`src/rtl/my_adder_pkg.sv`:
```
`default_nettype none
// ============================================================================
// Module : my_adder_pkg
// Brief  : Shared widths, result type and reference add function for my_adder.
// Rev    : 1.0  initial release
// ============================================================================
package my_adder_pkg;

    localparam int DEFAULT_WIDTH = 8;

    typedef logic [DEFAULT_WIDTH-1:0] operand_t;

    typedef struct packed {
        logic     carry;
        operand_t sum;
    } result_t;

    function automatic result_t add_f(input operand_t a, input operand_t b);
        result_t r;
        r = {1'b0, a} + {1'b0, b};
        return r;
    endfunction

endpackage
`default_nettype wire

```
`src/rtl/my_adder_rca.sv`:
```
`default_nettype none
// ============================================================================
// Module : my_adder_rca
// Brief  : Ripple-carry chain of full adders; MSB carry-in exported when
//          MY_ADDER_OVF_EN is defined.
// Rev    : 1.0  initial release
// ============================================================================
module my_adder_rca #(
    parameter int WIDTH = 8
) (
    input  logic [WIDTH-1:0] i_a,
    input  logic [WIDTH-1:0] i_b,
`ifdef MY_ADDER_OVF_EN
    output logic             o_msb_cin,
`endif
    output logic [WIDTH-1:0] o_sum_next,
    output logic             o_carry_next
);

    logic [WIDTH:0] w_c;

    assign w_c[0] = 1'b0;

    generate
        for (genvar i = 0; i < WIDTH; i++) begin : g_fa
            logic w_p;
            assign w_p           = i_a[i] ^ i_b[i];
            assign o_sum_next[i] = w_p ^ w_c[i];
            assign w_c[i+1]      = (i_a[i] & i_b[i]) | (w_p & w_c[i]);
        end
    endgenerate

    assign o_carry_next = w_c[WIDTH];

`ifdef MY_ADDER_OVF_EN
    assign o_msb_cin = w_c[WIDTH-1];
`endif

endmodule
`default_nettype wire

```
`src/rtl/my_adder.sv`:
```
`default_nettype none
// ============================================================================
// Module : my_adder
// Brief  : Registered unsigned adder, 1-cycle latency, async active-low reset.
//          Optional signed-overflow output enabled by MY_ADDER_OVF_EN.
// Rev    : 1.0  initial release
// ============================================================================
module my_adder
    import my_adder_pkg::*;
#(
    parameter int WIDTH = DEFAULT_WIDTH
) (
    input  logic             clk,
    input  logic             rstn,
    input  logic [WIDTH-1:0] a,
    input  logic [WIDTH-1:0] b,
`ifdef MY_ADDER_OVF_EN
    output logic             ovf,
`endif
    output logic [WIDTH-1:0] sum,
    output logic             carry
);

    logic [WIDTH-1:0] w_sum_next;
    logic             w_carry_next;
    logic [WIDTH-1:0] r_sum;
    logic             r_carry;

`ifdef MY_ADDER_OVF_EN
    logic w_msb_cin;
    logic r_ovf;
`endif

    my_adder_rca #(
        .WIDTH(WIDTH)
    ) u_rca (
        .i_a         (a),
        .i_b         (b),
`ifdef MY_ADDER_OVF_EN
        .o_msb_cin   (w_msb_cin),
`endif
        .o_sum_next  (w_sum_next),
        .o_carry_next(w_carry_next)
    );

    always_ff @(posedge clk or negedge rstn) begin
        if (!rstn) begin
            r_sum   <= '0;
            r_carry <= 1'b0;
        end else begin
            r_sum   <= w_sum_next;
            r_carry <= w_carry_next;
        end
    end

`ifdef MY_ADDER_OVF_EN
    // Two's-complement overflow: carry into the MSB differs from carry out of it.
    always_ff @(posedge clk or negedge rstn) begin
        if (!rstn) begin
            r_ovf <= 1'b0;
        end else begin
            r_ovf <= w_msb_cin ^ w_carry_next;
        end
    end

    assign ovf = r_ovf;
`endif

    assign sum   = r_sum;
    assign carry = r_carry;

endmodule
`default_nettype wire

```
`config.mk`:
```
export PLATFORM = sky130hd
export DESIGN_NAME = my_adder
export DESIGN_NICKNAME = d
export VERILOG_FILES = /design/src/rtl/my_adder_pkg.sv /design/src/rtl/my_adder_rca.sv /design/src/rtl/my_adder.sv
export SDC_FILE = /design/constraint.sdc
export NUM_CORES = 1
export LEC_CHECK = 0
export ABC_AREA = 1
export CORE_AREA = 2 2 39 41
export CTS_CLUSTER_SIZE = 40
export DETAILED_ROUTE_END_ITERATION = 8
export DIE_AREA = 0 0 41 43
export PLACE_DENSITY = 0.7
export SYNTH_ARGS = -nofsm -noshare
export SYNTH_HDL_FRONTEND = slang
export SYNTH_SLANG_ARGS = --single-unit
```
`constraint.sdc`:
```
create_clock -name clk -period 0.8 [get_ports clk]
set_clock_uncertainty 0.1 [all_clocks]
set_input_delay 0.08 -clock clk [delete_from_list [all_inputs] [get_ports clk]]
set_output_delay 0.08 -clock clk [all_outputs]
set_load 0.005 [all_outputs]
```
; Yosys cells after proc, flatten, opt, wreduce, memory -nomap -nowiden
; Cells that the tools add are included.
[totals]
regBits = 9
inputBits = 18
[classes]
n_bitwise = 37
[op_table]
columns = cell, n
row1 = AND 1 bit, 15
row2 = bitwise XOR 1 bit, 15
row3 = OR 1 bit, 7

; Depth between registers and ports, before layout
; Gate-level depths: netlist of the first run.
[depth]
word_depth = 15
ltp_mapped = 10

; Cells and area by module
; Synthesis of the first run repeated with hierarchy kept, for this count alone.
[hier_totals]
cells_unflattened = 23
area_unflattened_um2 = 404.1
[modules_own_cells]
columns = mod, instances, cells_per_inst, area_each_um2, seq_area_each_um2
row1 = my_adder, 1, 9, 225.2, 225.2
row2 = my_adder_rca, 1, 14, 178.9, 0.0

; Worst setup path before layout of the first run
; Ideal clock, no wire load.
[synth_timing]
kind = input port to flip-flop
start = in a[0]
end = reg r_sum[7], in the netlist sum[7]
t_arrival_ns = 3.022
required_time_ns = 0.636
setup_slack_ns = -2.386
stages = 10
path_buffers = 0
path_cell_list = ha_1 > fa_1 > fa_1 > fa_1 > fa_1 > fa_1 > fa_1 > inv_1 > fa_1 > inv_1
[synth_via]
elab_chain_cells = 14
[synth_rtl]
columns = item, line
row1 = start: declaration, my_adder.sv:15  ; input logic [WIDTH-1:0] a,
row2 = AND 1 bit (2 in series), my_adder_rca.sv:29  ; assign w_c[i+1] = (i_a[i] & i_b[i]) | (w_p & w_c[i]);
row3 = OR 1 bit, my_adder_rca.sv:29
row4 = AND 1 bit, my_adder_rca.sv:29
row5 = OR 1 bit, my_adder_rca.sv:29
row6 = AND 1 bit, my_adder_rca.sv:29
row7 = OR 1 bit, my_adder_rca.sv:29
row8 = AND 1 bit, my_adder_rca.sv:29
row9 = OR 1 bit, my_adder_rca.sv:29
row10 = AND 1 bit, my_adder_rca.sv:29
row11 = OR 1 bit, my_adder_rca.sv:29
row12 = AND 1 bit, my_adder_rca.sv:29
row13 = OR 1 bit, my_adder_rca.sv:29
row14 = bitwise XOR 1 bit, my_adder_rca.sv:28  ; assign o_sum_next[i] = w_p ^ w_c[i];
row15 = via u_rca.o_sum_next[7], my_adder_rca.sv:16  ; output logic [WIDTH-1:0] o_sum_next,
row16 = end signal: assignment, my_adder.sv:51  ; r_sum <= w_sum_next;
row17 = end: declaration, my_adder.sv:26  ; logic [WIDTH-1:0] r_sum;
; The timed path passes the listed nets, and every way through them passes these cells.

; Worst setup path after layout of the first run
; Ends and elaborated chain as after synthesis.

==> metrics.txt, run 1 <==
Hold Crit Class input pin to flip-flop; total CTS buffers 3; Detail Placement HPWL around 700 um; number of flops mapped to enable cells by yosys 0; Core Area ~0.0014 sq mm; DR vias/cell just over 4; Crit Path Category input pin to flip-flop; unrepaired setup endpoints after global routing true; post-synth top area share 0.568; WL final roughly 800 um; total global-route track usage 0.118; synth cell count leaders dfrtp_1, fa_1, inv_1; first-pass GRT wire length between 1 and 1.5 mm; DR pass1 iterations 2; crit start category input pin; Starting Density 0.287; fin crit share 3.51; leak pwr ~0.31 nW; final setup fails 16; die area ~0.0018 sq mm; H-tree depth 1; fin nets 80; routed len/inst around 12 um; Die Width ~41 um; layout filler cell count 135; via count 279; largest net degree at the start of global routing 10; synth warn 0; Routed Antenna Nets 0; status finished, violations left; clock buffer depth 2; Ant. Diodes 0; Area Overhead vs Synth 77.9%; Worst Tran Pin Value approximately 0.12 ns; Final Non-Filler Cells 69; register bit total from synthesis 9; Worst Path Arrival between 2 and 3 ns; grt ovf 0; Clk pin slew, worst setup/hold paths approximately 0.060 ns; Syn Area/Cell around 18 sq um; Root Buffer Master clkbuf_4; PortBufs 26; Max rail drop VDD between 700 and 800 uV; Final GP Congestion roughly 0.61; Ports 27; Layout Utilization 0.510; Synth Net Count 48; chip height roughly 43 um; Fmax about 360 MHz; clock period minus worst slack about 2.8 ns; dpl cell area slightly above 700 sq um; Cell Area, Synth 397 sq um; Worst Path Required 0.90 ns; failing checks hold timing, setup timing; initial antenna violation count 0; Post-synth ARST share 1.00; CTS sink count 9; final slew viol count 0; top-count cell post-synth dfrtp_1; placed insts 65; dominant synthesized flop cell dfrtp_1; count of cell types in the netlist 4; Final Instance Area 706 sq um; ranking of synthesized cells by area dfrtp_1, fa_1, inv_1; Mapped Cells 22; WHS -0.0600 ns; Slew HR 0.921; # rows 14; largest area contributor in the netlist dfrtp_1; DRC errors left 0; layout cells sized above 1 0.491; postcts setup bufs 0; DR iter-0 viols 1; Max FO, Critical Path 1; Max Cap Violations 0; Hold Fails Final Rpt 1; setup slack after layout -2.01 ns; CTS tree built; sequential share of the synthesized area 0.568; vias in the first global route slightly above 300; Setup crit end kind flip-flop; P per Cell Area 1690 mW/mm^2
-- routing by layer --
layer	part of all wire	global-route usage	vias up
met2	0.52	0.175	25
met1	0.29	0.103	129
met5	0	0	-
met3	0.19	0.0890	0
li1	-	-	125
met4	0	0.0800	0
-- where the power goes --
group | switching (mW) | total (mW) | internal [mW]
registers | 0.0171 | 0.549 | 0.531
logic | 0.125 | 0.312 | 0.188
clock network | 0.142 | 0.333 | 0.191
-- layout by cell type, fill, tap and decap left out, drive strengths merged --
master / instances
inv: 5
clkdlybuf4s50: 13
ha: 1
buf: 12
fa: 7
clkdlybuf4s15: 1
dfrtp: 9
clkbuf: 5
-- cells by family (layout without fill, tap and decap cells) --
| group | Yosys count | in the layout | share of synthesized area |
|---|---|---|---|
| adders and majority gates | 8 | 8 | 0.385 |
| DFF | 9 | 9 | 0.568 |
| buffers and inverters | 5 | 36 | 0.0473 |
-- path summary, 6_finish.rpt --
kind | end | cells after the start | startpoint | slack (ns)
min in group asynchronous | carry$_DFF_PN0_ | 2 | rstn | 0.05
max | sum[7]$_DFF_PN0_ | 11 | a[0] | -2.01
max in group asynchronous | sum[7]$_DFF_PN0_ | 2 | rstn | 0.45
min | sum[0]$_DFF_PN0_ | 2 | b[0] | -0.06
-- registers in the layout (all words and copies together) (netlist names) --
name	flops
carry	1
sum	8
-- critical path, cell delays in order --
cell and delay, ns:
buf_6 0.10, ha_4 0.15, fa_2 0.33, fa_2 0.34, fa_2 0.35, fa_2 0.35
fa_2 0.34, fa_2 0.34, inv_2 0.06, fa_2 0.42, inv_2 0.05
-- layout make-up --
| type | count | area [sq um] | share of cell area |
|---|---|---|---|
| clock buffer | 4 | 26.3 | 0.0372 |
| inverter | 5 | 18.8 | 0.0266 |
| multi-input combinational | 8 | 183 | 0.259 |
| sequential | 9 | 225 | 0.319 |
| tap | 16 | 20.0 | 0.0284 |
| timing repair buffer | 27 | 233 | 0.330 |
-- stage by stage --
stage	setup WS (ns)	setup TNS [ns]	power, mW
final	-2.01	-9.64	1.19
after global placement	-2.65	-15.57	0.943
after floorplan	-2.12	-9.59	0.645
after CTS	-2.22	-10.90	1.24
after global routing	-2.05	-10.16	1.32
after detailed placement	-2.65	-15.66	0.960
-- what timing repair did --
| action | in CTS | in global routing |
|---|---|---|
| hold endpoints to repair | 1 | 1 |
| resized for setup | 48 | 4 |
| endpoints found under the setup margin | 17 | 16 |
| pin swaps | 8 | 8 |
Power figures use the tool's default switching activity.
==> run 2, diff against run 1 <==
Clock period 0.8 ns to 2.6 ns, I/O delays scaled along.
==> run 2 against run 1 <==
Against the previous run: the flow finishes with violations (setup timing); cell count fell by 1.4%; clock power fell by 68%; cell area rose by 4.1%; flip-flop and latch count did not move; clock-buffer cell count did not move; worst hold slack improved by 0.17 ns; power fell by 67%; combinational power fell by 64%; routed wire length fell by 11%; via count fell by 4.3%; non-clock buffer count fell by 1; die area did not move; largest power group unchanged.
==> metrics.txt, run 2 (synthesized netlist as in run 1, its figures left out) <==
Area Overhead vs Synth 85.2%; Max rail drop VDD 208 uV (-72%); Pint 0.300 mW (-67%); most used cell, CP fa_2; HP Start b[0]; Max FO, Critical Path 1 (unchanged); postcts setup bufs 0 (unchanged); Max Cap Violations 0 (unchanged); Root Buffer Master clkbuf_4; routed len/inst 10.6 um (-9.8%); Detail Placement HPWL 644 um (-8.1%); Routed Antenna Nets 0 (unchanged); Logic pwr share 0.291 (+0.029); PortBufs 26 (unchanged); fin crit share 1.17; clock share of power 0.275 (-0.004); Clk pin slew, worst setup/hold paths 0.06 ns (about the same); clock buffer depth 2 (unchanged); WL final 720 um (-11%); commonest non-fill, non-tap cell in the layout clkdlybuf4s50_1; commonest cells after routing, fill and taps aside clkdlybuf4s50_1, dfrtp_1, fa_2; busiest grt layer met2; placed insts 64 (-1.5%); unrepaired setup endpoints after global routing true; CP max-delay cell fa_2; final slew viol count 0 (unchanged); Slew HR 0.747 (-0.174); Final Non-Filler Cells 68 (-1.4%); CP Cell Sequence buf_6, ha_4, fa_2, fa_2, fa_2, fa_2, fa_2, fa_2, inv_2, fa_2, inv_1; worst slack at placement -1.06 ns (+1.60 ns); CP peak stage delay 0.41 ns (about the same); leak pwr 0.307 nW (-2.4%); Setup crit end kind flip-flop; CTS sink count 9 (unchanged); layout cells sized above 1 0.269 (-0.221); Core Area 0.00138 sq mm (unchanged); grt ovf 0 (unchanged); Worst Path Required 2.70 ns (+1.80 ns); GR met3 Demand/Resource 0.0733 (-0.0157); total global-route track usage 0.104 (-0.0143); Fmax 329 MHz; CTS tree built; Worst Tran Pin Value 0.379 ns (+0.261 ns); Die Width 41 um (unchanged); Ant. Diodes 0 (unchanged); Starting Density 0.287 (unchanged); # rows 14 (unchanged); initial antenna violation count 0 (unchanged); final setup fails 3 (-13); clock period minus worst slack between 3 and 4 ns; status finished, violations left; layout filler cell count 137 (+1.5%); vias in the first global route 296 (-3.0%); die area 0.00176 sq mm (unchanged); first-pass GRT wire length 1.10 mm (-12%); Final GP Congestion 0.615 (+0.21%); Seq pwr share 0.434 (-0.026); grt met1 use 0.0865 (-0.0169); H-tree depth 1 (unchanged); met2 Use GR 0.156 (-0.0187); DR vias/cell 3.93 (-2.9%); setup slack after layout -0.440 ns (+1.57 ns); chip height 43 um (unchanged); Largest register FFs 8 (unchanged); CP Launch Point a[0]; switch share 0.228 (-0.00897); crit start category input pin; total CTS buffers 3 (unchanged); DRC errors left 0 (unchanged); DR pass1 iterations 1 (-1); DR iter-0 viols 0 (-1); largest net degree at the start of global routing 10 (unchanged); switching pwr 0.0888 mW (-69%); Hold Crit Class input pin to flip-flop; Hold Fails Final Rpt 0 (-1); via count 267 (-4.3%); Worst Path Arrival 3.14 ns (+0.23 ns); failing checks setup timing; Ports 27 (unchanged); P per Cell Area 529 mW/mm^2 (-69%); fin nets 79 (-1.3%); Crit Path Category input pin to flip-flop
## run 2: what timing repair did
item                       CTS  global route
hold buffers                 0             0
resized for setup           13             0
setup endpoints to repair    4             3
hold endpoints to repair     0             0
pin swaps                    8             8
## run 2: per-stage QoR
stage	hold slack, ns	instance area, sq um	utilization	TNS (ns)	total power, mW
6_report	0.111	734	0.531	-0.744	0.389
5_1_grt	0.106	734	0.531	-0.859	0.420
4_1_cts	0.0983	734	0.531	-1.13	0.403
3_5_place_dp	0.475	707	0.511	-2.95	0.290
3_3_place_gp	0.469	707	0.511	-2.87	0.286
2_1_floorplan	-0.136	427	-	-0.932	0.198
## run 2: final timing paths
path                               endpoint  cells past startpoint
min in group asynchronous  sum[3]$_DFF_PN0_                      1
max                        sum[7]$_DFF_PN0_                     11
min                        sum[0]$_DFF_PN0_                      2
max in group asynchronous  sum[6]$_DFF_PN0_                      1
## run 2: worst max-delay path: cells and delay by family
kind,cells,cell delay (ns)
buffers and inverters,3,0.22
adders and majority gates,8,2.66
## run 2: layout make-up
type,count,area [sq um],share of cell area
timing repair buffer,26,262,0.356
sequential,9,225,0.307
multi-input combinational,8,183,0.249
clock buffer,4,26.3,0.0358
tap,16,20.0,0.0273
inverter,5,18.8,0.0256
## run 2: routing by layer
layer  routed length (um)  vias to the layer above
li1                     -                      121
met1                  209                      121
met2                  365                       25
met3                  144                        0
met4                    0                        0
met5                    0                        -
## run 2: power groups by stage
| stage | registers, mW | clock network [mW] | logic (mW) |
|---|---|---|---|
| after floorplan | 0.176 | 0 | 0.0225 |
| after global placement | 0.171 | 0 | 0.115 |
| after detailed placement | 0.172 | 0 | 0.118 |
| after CTS | 0.169 | 0.115 | 0.119 |
| after global routing | 0.171 | 0.119 | 0.130 |
| final | 0.169 | 0.107 | 0.113 |
